## config.mk

```make
export PLATFORM = sky130hd
export DESIGN_NAME = lx_mem_arbiter
export DESIGN_NICKNAME = d
export VERILOG_FILES = /design/src/rtl/lx_mem_arbiter.sv
export SDC_FILE = /design/constraint.sdc
export NUM_CORES = 1
export LEC_CHECK = 0
export CORE_AREA = 2 2 294 296
export CTS_CLUSTER_SIZE = 20
export DETAILED_ROUTE_END_ITERATION = 8
export DIE_AREA = 0 0 296 298
export PLACE_DENSITY = 0.31
export SLEW_MARGIN = 0
export SYNTH_ARGS = -nofsm -noshare
export SYNTH_HDL_FRONTEND = slang
export SYNTH_SLANG_ARGS = --single-unit
```

## constraint.sdc

```tcl
create_clock -name clk_i -period 7.9 [get_ports clk_i]
set_input_delay 1.58 -clock clk_i [delete_from_list [all_inputs] [get_ports clk_i]]
set_output_delay 1.58 -clock clk_i [all_outputs]
set_load 0.01 [all_outputs]
```

## src/rtl/lx_mem_arbiter.sv

```systemverilog
`timescale 1ns/1ps
`default_nettype none
// ============================================================================
//  Module   : lx_mem_arbiter
//  Purpose  : Two-client (instruction / data cache) arbiter in front of a
//             single-outstanding downstream memory port. Data side wins ties
//             with a starvation guard for the instruction side; defining
//             LX_ARB_RR_EN switches ties to round-robin alternation.
//  Revision : 1.0 - initial release
// ============================================================================
module lx_mem_arbiter #(
    parameter int ADDR_W     = 32,
    parameter int BLK_W      = 128,
    parameter int STARVE_LIM = 4
) (
    input  logic              clk_i,
    input  logic              rst_i,
    // instruction cache client
    input  logic              ic_req_valid_i,
    input  logic [ADDR_W-1:0] ic_req_addr_i,
    output logic              ic_req_ready_o,
    output logic              ic_res_valid_o,
    output logic [BLK_W-1:0]  ic_res_data_o,
    // data cache client
    input  logic              dc_req_valid_i,
    input  logic [ADDR_W-1:0] dc_req_addr_i,
    input  logic              dc_req_rw_i,
    input  logic [BLK_W-1:0]  dc_req_data_i,
    output logic              dc_req_ready_o,
    output logic              dc_res_valid_o,
    output logic [BLK_W-1:0]  dc_res_data_o,
    // downstream memory
    output logic              mem_req_valid_o,
    input  logic              mem_req_ready_i,
    output logic [ADDR_W-1:0] mem_req_addr_o,
    output logic              mem_req_rw_o,
    output logic [BLK_W-1:0]  mem_req_data_o,
    output logic              mem_req_id_o,
    input  logic              mem_res_valid_i,
    input  logic [BLK_W-1:0]  mem_res_data_i
);

    typedef enum logic [1:0] {
        S_IDLE     = 2'd0,
        S_ISSUE    = 2'd1,
        S_WAIT_RES = 2'd2
    } state_e;

    state_e             state_q, state_d;
    logic [ADDR_W-1:0]  addr_q,  addr_d;
    logic               rw_q,    rw_d;
    logic [BLK_W-1:0]   data_q,  data_d;
    logic               owner_q, owner_d;   // 0 = instruction, 1 = data

    // High when a tie in IDLE must go to the instruction side.
    logic               w_ic_prio;
    logic               w_grant_dc;

`ifdef LX_ARB_RR_EN
    // Remembers whether the most recent grant went to the data side.
    logic               last_dc_q, last_dc_d;
    assign w_ic_prio = last_dc_q;
`else
    localparam int C_CNT_W = (STARVE_LIM < 1) ? 1 : $clog2(STARVE_LIM + 1);
    localparam logic [C_CNT_W-1:0] C_LIM = C_CNT_W'(STARVE_LIM);
    // Consecutive data grants taken while the instruction side was waiting.
    logic [C_CNT_W-1:0] starve_q, starve_d;
    assign w_ic_prio = (starve_q >= C_LIM);
`endif

    // Next-state, grant decision and all output decoding.
    always_comb begin
        state_d         = state_q;
        addr_d          = addr_q;
        rw_d            = rw_q;
        data_d          = data_q;
        owner_d         = owner_q;
`ifdef LX_ARB_RR_EN
        last_dc_d       = last_dc_q;
`else
        starve_d        = starve_q;
`endif
        w_grant_dc      = 1'b0;
        ic_req_ready_o  = 1'b0;
        dc_req_ready_o  = 1'b0;
        ic_res_valid_o  = 1'b0;
        dc_res_valid_o  = 1'b0;
        ic_res_data_o   = '0;
        dc_res_data_o   = '0;
        mem_req_valid_o = 1'b0;
        mem_req_addr_o  = '0;
        mem_req_rw_o    = 1'b0;
        mem_req_data_o  = '0;
        mem_req_id_o    = 1'b0;

        case (state_q)
            S_IDLE: begin
                if (ic_req_valid_i || dc_req_valid_i) begin
                    // A lone requester always wins; a tie follows the policy.
                    w_grant_dc = dc_req_valid_i && (!ic_req_valid_i || !w_ic_prio);
                    if (w_grant_dc) begin
                        dc_req_ready_o = 1'b1;
                        addr_d         = dc_req_addr_i;
                        rw_d           = dc_req_rw_i;
                        data_d         = dc_req_data_i;
                        owner_d        = 1'b1;
                    end else begin
                        ic_req_ready_o = 1'b1;
                        addr_d         = ic_req_addr_i;
                        rw_d           = 1'b0;
                        data_d         = '0;
                        owner_d        = 1'b0;
                    end
`ifdef LX_ARB_RR_EN
                    last_dc_d = w_grant_dc;
`else
                    if (w_grant_dc && ic_req_valid_i) begin
                        if (starve_q != C_LIM) begin
                            starve_d = starve_q + C_CNT_W'(1);
                        end
                    end else begin
                        starve_d = '0;
                    end
`endif
                    state_d = S_ISSUE;
                end
            end
            S_ISSUE: begin
                mem_req_valid_o = 1'b1;
                mem_req_addr_o  = addr_q;
                mem_req_rw_o    = rw_q;
                mem_req_data_o  = data_q;
                mem_req_id_o    = owner_q;
                if (mem_req_ready_i) begin
                    state_d = S_WAIT_RES;
                end
            end
            S_WAIT_RES: begin
                if (mem_res_valid_i) begin
                    if (owner_q) begin
                        dc_res_valid_o = 1'b1;
                        dc_res_data_o  = mem_res_data_i;
                    end else begin
                        ic_res_valid_o = 1'b1;
                        ic_res_data_o  = mem_res_data_i;
                    end
                    state_d = S_IDLE;
                end
            end
            default: begin
                state_d = S_IDLE;
            end
        endcase

        // Grants are combinational from the request inputs, so keep them
        // quiet while reset is held.
        if (rst_i) begin
            ic_req_ready_o = 1'b0;
            dc_req_ready_o = 1'b0;
        end
    end

    // State and holding registers; reset drops any in-flight transaction.
    always_ff @(posedge clk_i or posedge rst_i) begin
        if (rst_i) begin
            state_q   <= S_IDLE;
            addr_q    <= '0;
            rw_q      <= 1'b0;
            data_q    <= '0;
            owner_q   <= 1'b0;
`ifdef LX_ARB_RR_EN
            last_dc_q <= 1'b0;
`else
            starve_q  <= '0;
`endif
        end else begin
            state_q   <= state_d;
            addr_q    <= addr_d;
            rw_q      <= rw_d;
            data_q    <= data_d;
            owner_q   <= owner_d;
`ifdef LX_ARB_RR_EN
            last_dc_q <= last_dc_d;
`else
            starve_q  <= starve_d;
`endif
        end
    end

endmodule
`default_nettype wire
```

==> results of run 1 <==
-- layout make-up --
| cell class | instances | area share (%) |
|---|---|---|
| Multi-Input combinational cell | 633 | 24.3 |
| Sequential cell | 167 | 22.8 |
| Clock inverter | 15 | 1.13 |
| Tap cell | 1144 | 7.80 |
| Antenna cell | 12 | 0.164 |
| Inverter | 1 | 0.0614 |
| Clock buffer | 17 | 2.32 |
| Timing Repair Buffer | 761 | 41.4 |
-- worst register-to-register path: stages, from the launching register on --
cell and delay, ns:
dfrtp_1 0.54, nor2_4 0.75, and2_4 0.79, buf_4 0.75, a22o_1 0.27
-- sequential cells by signal, indices dropped and copies added (netlist names) --
register and flops:
owner_q 1, addr_q 32, state_q 2, starve_q 3, data_q 128, rw_q 1
-- stage by stage --
| step | instances | power [mW] | cell area [um2] |
|---|---|---|---|
| finish | 2750 | 4.83 | 18400 |
| global route | 2743 | 5.16 | 18300 |
| CTS | 2738 | 4.97 | 18300 |
| detailed placement | 2706 | 3.97 | 17700 |
| global placement | 2706 | 3.98 | 17700 |
| floorplan | 890 | 2.63 | 9090 |
-- layout by cell type, fill, tap and decap left out, types with 2 or more instances in the layout --
cell type / count
inv_8: 6
and2_1: 419
bufinv_16: 2
and3_1: 34
inv_6: 3
dfrtp_1: 167
clkdlybuf4s50_1: 749
diode_2: 12
a22o_1: 131
clkinv_8: 3
nand2b_1: 3
a221o_1: 32
buf_4: 11
clkbuf_16: 17
nand2_1: 2
-- metal layers --
layer  vias up  GRT usage, %
li1       4416             -
met1      4607          13.3
met2       479          28.8
met3        88          5.89
met4        16          5.27
met5         -             0
-- cell usage after synthesis, types with 2 or more instances --
master | count | area, um2
a221o_1 | 32 | 320
buf_6 | 12 | 135
buf_2 | 16 | 80.1
clkbuf_2 | 14 | 70.1
clkbuf_1 | 46 | 173
nand2_1 | 2 | 7.51
and3_1 | 34 | 213
a22o_1 | 131 | 1150
and2_1 | 420 | 2630
nand2b_1 | 3 | 18.8
dfrtp_1 | 167 | 4180
-- worst max path at each step --
| stage | startpoint | slack [ns] | to |
|---|---|---|---|
| after global routing | mem_res_valid_i | 1.91 | dc_res_data_o[5] |
| final | mem_res_valid_i | 2.06 | dc_res_data_o[5] |
| after detailed placement | mem_res_valid_i | 2.06 | dc_res_data_o[5] |
| after floorplan | rst_i | 0.67 | dc_req_ready_o |
| after CTS | mem_res_valid_i | 2.06 | dc_res_data_o[5] |
| after global placement | mem_res_valid_i | 2.14 | dc_res_data_o[11] |
-- cells by family after synthesis --
| group | Yosys count | share of synthesized area [%] |
|---|---|---|
| and+or+nand+nor | 464 | 32.1 |
| AOI/OAI and AO/OA | 167 | 16.5 |
| DFF | 167 | 46.0 |
| buffers and inverters | 90 | 5.16 |
| muxes | 1 | 0.124 |
| adders and majority gates | 1 | 0.138 |
-- power groups by stage --
stage | clock, mW | combinational, mW | sequential (mW)
floorplan | 0 | 1.27 | 1.36
global placement | 0 | 2.55 | 1.43
detailed placement | 0 | 2.54 | 1.43
CTS | 0.998 | 2.55 | 1.42
global route | 1.02 | 2.67 | 1.46
finish | 0.945 | 2.47 | 1.42
==> impl_metrics.csv, run 1 <==
group,metric,value,unit
floorplanning,ios,750,
pwr,power_density,263,nW/um2
global_routing,grt_pass1_wl,88.2,mm
clock_tree,hold_buffers,0,
drt,drtIter0Drc,327,
setup_path,path_common_cell,"clkdlybuf4s50_1",
clock_tree,clk-insertion-delay-late,0.50,ns
sta,setup_violations,0,
drt,drt_drc_violations_left,0,
sta,finalHoldViolCount,0,
sta,setup_tns,0,ns
layout,post-route-util,21.6,%
drt,drtAntennaViolNets,0,
drt,dr_wl_met2,37.4,mm
setup_path,cp_slowest_cell,"and4b_4",
status,status,"finished clean",
layout,layout-drive-gt1-share,3.32,%
synthesis,async_flop_share,100,%
clock_tree,cts_setup_buffers,0,
clock_tree,clk_pin_slew,0.08,ns
layout,seqCellArea,4180,um2
synthesis,yosysWarnings,0,
synthesis,yosysUniqueCellTypes,24,
sta,fin_crit_sh,73.9,%
drt,via_per_inst,3.49,
setup_path,slowest_delay,0.82,ns
sta,max_slew.worst_pin.slew,1.05,ns
sta,finalWorstSetupSlack,2.06,ns
synthesis,synth_edf_count,0,
global_routing,grt-ovfl-total,0,
clock_tree,clock-root-buffer,"clkbuf_16",
floorplanning,coreArea,84900,um2
pwr,pwr-share-seq,29.3,%
global_routing,grt_usage,14.7,%
hold_path,min_from,"data_q[92]",
drt,firstDrtPassIters,4,
place,hpwl,54.3,mm
setup_path,rr_startpoint,"state_q[1]",
place,portBuffers,749,
sta,relSlewSlack,30.3,%
setup_path,worst-setup-path-type,"in2out",
clock_tree,cts_resized,0,
setup_path,start_kind,"input port",
setup_path,r2r_setup_slack,4.74,ns
hold_path,hold-path-endpoint,"data_q[92]",
sta,grt_setup_unrepaired,"false",
setup_path,endpoint_kind,"primary output",
setup_path,ff2ff_path_depth,4,
setup_path,worstPathCellList,"clkdlybuf4s50_1 > and4b_4 > buf_4 > and2_1 > clkdlybuf4s50_1",
drt,wl_met1,21.3,mm
layout,nets,1909,
setup_path,path_depth,5,
synthesis,netlist_area,9090,um2
sta,finalCriticalPeriod,5.84,ns
pwr,combinationalPowerShare,51.1,%
pwr,swShare,38.1,%
synthesis,syn_nets,1218,
clock_tree,cts_buffers,17,
sta,fin_skew,0.0224,ns
global_routing,grt_pass1_vias,10000,
clock_tree,cts_tree,"yes",
drt,drt_wl_total,66.9,mm
pwr,power_switching,1.84,mW
synthesis,seq_area_frac_synth,46.0,%
layout,multi_input_area,4470,um2
setup_path,crit_family,"buffers and inverters",
setup_path,crit_fanout,82,
global_routing,grt_max_degree,108,
synthesis,synth_flop_cell,"dfrtp_1",
floorplanning,die_y,298,um
floorplanning,die_area,88200,um2
clock_tree,clk_path_buf_depth,2,
pwr,leakagePower,7.30,nW
floorplanning,start_util,10.7,%
floorplanning,die_w,296,um
job,drv_cap,0,
sta,hold_slack,0.496,ns
setup_path,worst-endpoint-required,6.32,ns
setup_path,cp.arrival,4.26,ns
drt,highest_layer,"met5",
pwr,irDropWorstVdd,0.000185,V
clock_tree,h-tree-depth,4,
synthesis,avgSynthCellArea,10.2,um2
sta,maxSlewViolCount,0,
synthesis,ys_ff_latch,167,
place,dp_slack,2.06,ns
synthesis,synth_cells,890,
layout,fillCellCount,9481,
floorplanning,rows,107,
hold_path,whs_path_depth,1,
drt,wl_met3,6.40,mm
sta,timing.fmax,171,MHz
drt,route.detailed.wl_per_inst,24.3,um
global_routing,antenna_found_initial,40,
setup_path,critPathBufInv,3,
setup_path,r2r_end,"data_q[77]",
drt,via_count,9606,
pwr,clkPwrFrac,19.6,%
clock_tree,cts.sinks,167,
pwr,cell_internal_pwr,2.99,mW
place,place_congestion,0.837,
layout,area_delta_synth_final,102,%
hold_path,hp-class,"reg2reg",
Power figures use the tool's default switching activity.
==> run 2, diff against run 1 <==
==> constraint.sdc (replaced) <==
create_clock -name clk_i -period 5.5 [get_ports clk_i]
set_input_delay 1.1 -clock clk_i [delete_from_list [all_inputs] [get_ports clk_i]]
set_output_delay 1.1 -clock clk_i [all_outputs]
set_load 0.01 [all_outputs]
==> run 2 against run 1 <==
Net effect:
- setup slack got worse by 1.1 ns
- final cell count up 0.29%
- clock power grew 37%
- wire length grew 5.3%
- clock-buffer cell count rose by 2
- sequential share of layout area hardly changed
- critical path depth did not move
- die area is the same
- first-iteration DRC count is 20% higher
- non-clock buffer count increased by 3
- sequential power rose by 43%
==> impl_metrics.csv, run 2 (synthesis gave the netlist of run 1 again) <==
group,metric,value,unit
status,status,"finished clean",
place,place_congestion,0.870,
sta,setup_tns,0,ns
setup_path,critPathBufInv,3,
setup_path,path_common_cell,"clkdlybuf4s50_1",
layout,top_regs,"data_q: 128 flops, addr_q: 32 flops, starve_q: 3 flops",
place,post_dp_cell_area,17700,um2
layout,largest_register_ffs,128,
clock_tree,clk_path_buf_depth,2,
sta,grt_setup_unrepaired,"false",
sta,fin_skew,0.0144,ns
global_routing,grt_pass1_wl,92.2,mm
drt,via_per_inst,3.51,
pwr,irDropWorstVdd,0.000313,V
layout,top_register,"data_q",
clock_tree,clock-root-buffer,"clkbuf_16",
pwr,pwr-share-seq,29.5,%
layout,fillCellCount,9385,
layout,area_delta_synth_final,102,%
drt,via_count,9672,
drt,drtAntennaViolNets,0,
sta,max_slew.worst_pin.slew,1.08,ns
floorplanning,die_w,296,um
setup_path,worst-setup-path-type,"in2out",
pwr,combinationalPowerShare,51.7,%
setup_path,start_kind,"input port",
setup_path,crit_start,"mem_res_valid_i",
sta,finalHoldViolCount,0,
layout,nets,1912,
global_routing,grt_pass1_vias,10000,
setup_path,crit_family,"buffers and inverters",
setup_path,ff2ff_path_depth,4,
layout,finalInstanceArea,18400,um2
setup_path,path_depth,5,
sta,timing.fmax,223,MHz
layout,layout-drive-gt1-share,3.57,%
clock_tree,cts_tree,"yes",
sta,setup_violations,0,
setup_path,rr_startpoint,"state_q[1]",
sta,hold_slack,0.495,ns
place,portBuffers,749,
drt,route.detailed.wl_per_inst,25.5,um
floorplanning,start_util,10.7,%
floorplanning,die_area,88200,um2
sta,finalCriticalPeriod,4.49,ns
clock_tree,clk_pin_slew,0.06,ns
setup_path,endpoint,"dc_res_data_o[47]",
clock_tree,hold_buffers,0,
drt,drtIter0Drc,391,
drt,drt_wl_total,70.5,mm
setup_path,r2r_end,"data_q[68]",
pwr,cell_internal_pwr,4.29,mW
setup_path,cp.arrival,3.39,ns
sta,relSlewSlack,27.9,%
clock_tree,clk-insertion-delay-late,0.49,ns
clock_tree,cts_buffers,17,
sta,fin_crit_sh,81.7,%
layout,final_common_cell,"clkdlybuf4s50_1",
global_routing,antenna_found_initial,63,
setup_path,worst-endpoint-required,4.40,ns
sta,maxSlewViolCount,0,
clock_tree,h-tree-depth,4,
setup_path,r2r_setup_slack,2.94,ns
floorplanning,coreArea,84900,um2
pwr,clkPwrFrac,18.7,%
clock_tree,cts_setup_buffers,0,
floorplanning,ios,750,
clock_tree,cts_resized,0,
setup_path,endpoint_kind,"primary output",
job,drv_cap,0,
setup_path,crit_fanout,49,
layout,layout_common_cells,"clkdlybuf4s50_1 (747), and2_1 (419), dfrtp_1 (167)",
setup_path,worstPathCellList,"clkdlybuf4s50_1 > and4b_4 > buf_4 > and2_1 > clkdlybuf4s50_1",
global_routing,grt-ovfl-total,0,
drt,firstDrtPassIters,4,
setup_path,slowest_delay,0.57,ns
pwr,swShare,37.7,%
pwr,leakagePower,7.30,nW
place,hpwl,57.1,mm
floorplanning,rows,107,
hold_path,hp-class,"reg2reg",
floorplanning,die_y,298,um
clock_tree,cts.sinks,167,
global_routing,grt_max_degree,130,
pwr,power_density,375,nW/um2
drt,drt_drc_violations_left,0,
pwr,power_switching,2.59,mW
setup_path,cp_slowest_cell,"and4b_4",
global_routing,grt_usage,15.5,%
run 2: routing by layer:
metal | track usage (%) | part of all wire [%] | vias to the layer above
met3 | 6.70 | 9.7 | 115
met1 | 14.2 | 32 | 4634
met4 | 3.84 | 2.3 | 24
met5 | 0 | 0.22 | -
li1 | - | - | 4425
met2 | 30.7 | 56 | 474
run 2: power by group through the flow:
stage	clock, mW	sequential, mW	combinational (mW)
global placement	0	2.05	3.68
global route	1.41	2.11	3.86
CTS	1.38	2.04	3.68
floorplan	0	1.95	1.82
detailed placement	0	2.04	3.67
finish	1.29	2.03	3.56
run 2: worst min-delay path by stage:
stage             endpoint  cells past startpoint        start
2_1_floorplan    data_q[3]                      1    data_q[3]
3_3_place_gp     data_q[8]                      1    data_q[8]
3_5_place_dp    data_q[16]                      1   data_q[16]
4_1_cts         data_q[99]                      1   data_q[99]
5_1_grt         data_q[69]                      1   data_q[69]
6_report       data_q[112]                      1  data_q[112]
run 2: layout make-up:
type                    instances  area, um2  share of cell area, %
well taps                    1144       1430                   7.80
diodes                         17       42.5                  0.232
clock buffers                  19        443                   2.41
inverters                       1       7.51                 0.0409
clock inverters                13        143                  0.777
repair buffers                764       7640                   41.6
multi-input cells             633       4470                   24.3
flip-flops and latches        167       4180                   22.8
run 2: metrics by stage:
stage          std cells  power (mW)  worst slack (ns)  utilization, %
3_5_place_dp        2709        5.71             0.994            20.9
5_1_grt             2745        7.39             0.900            21.6
6_report            2758        6.88              1.01            21.6
3_3_place_gp        2709        5.73              1.10            20.9
4_1_cts             2741        7.10             0.990            21.6
2_1_floorplan        890        3.77             0.363               -
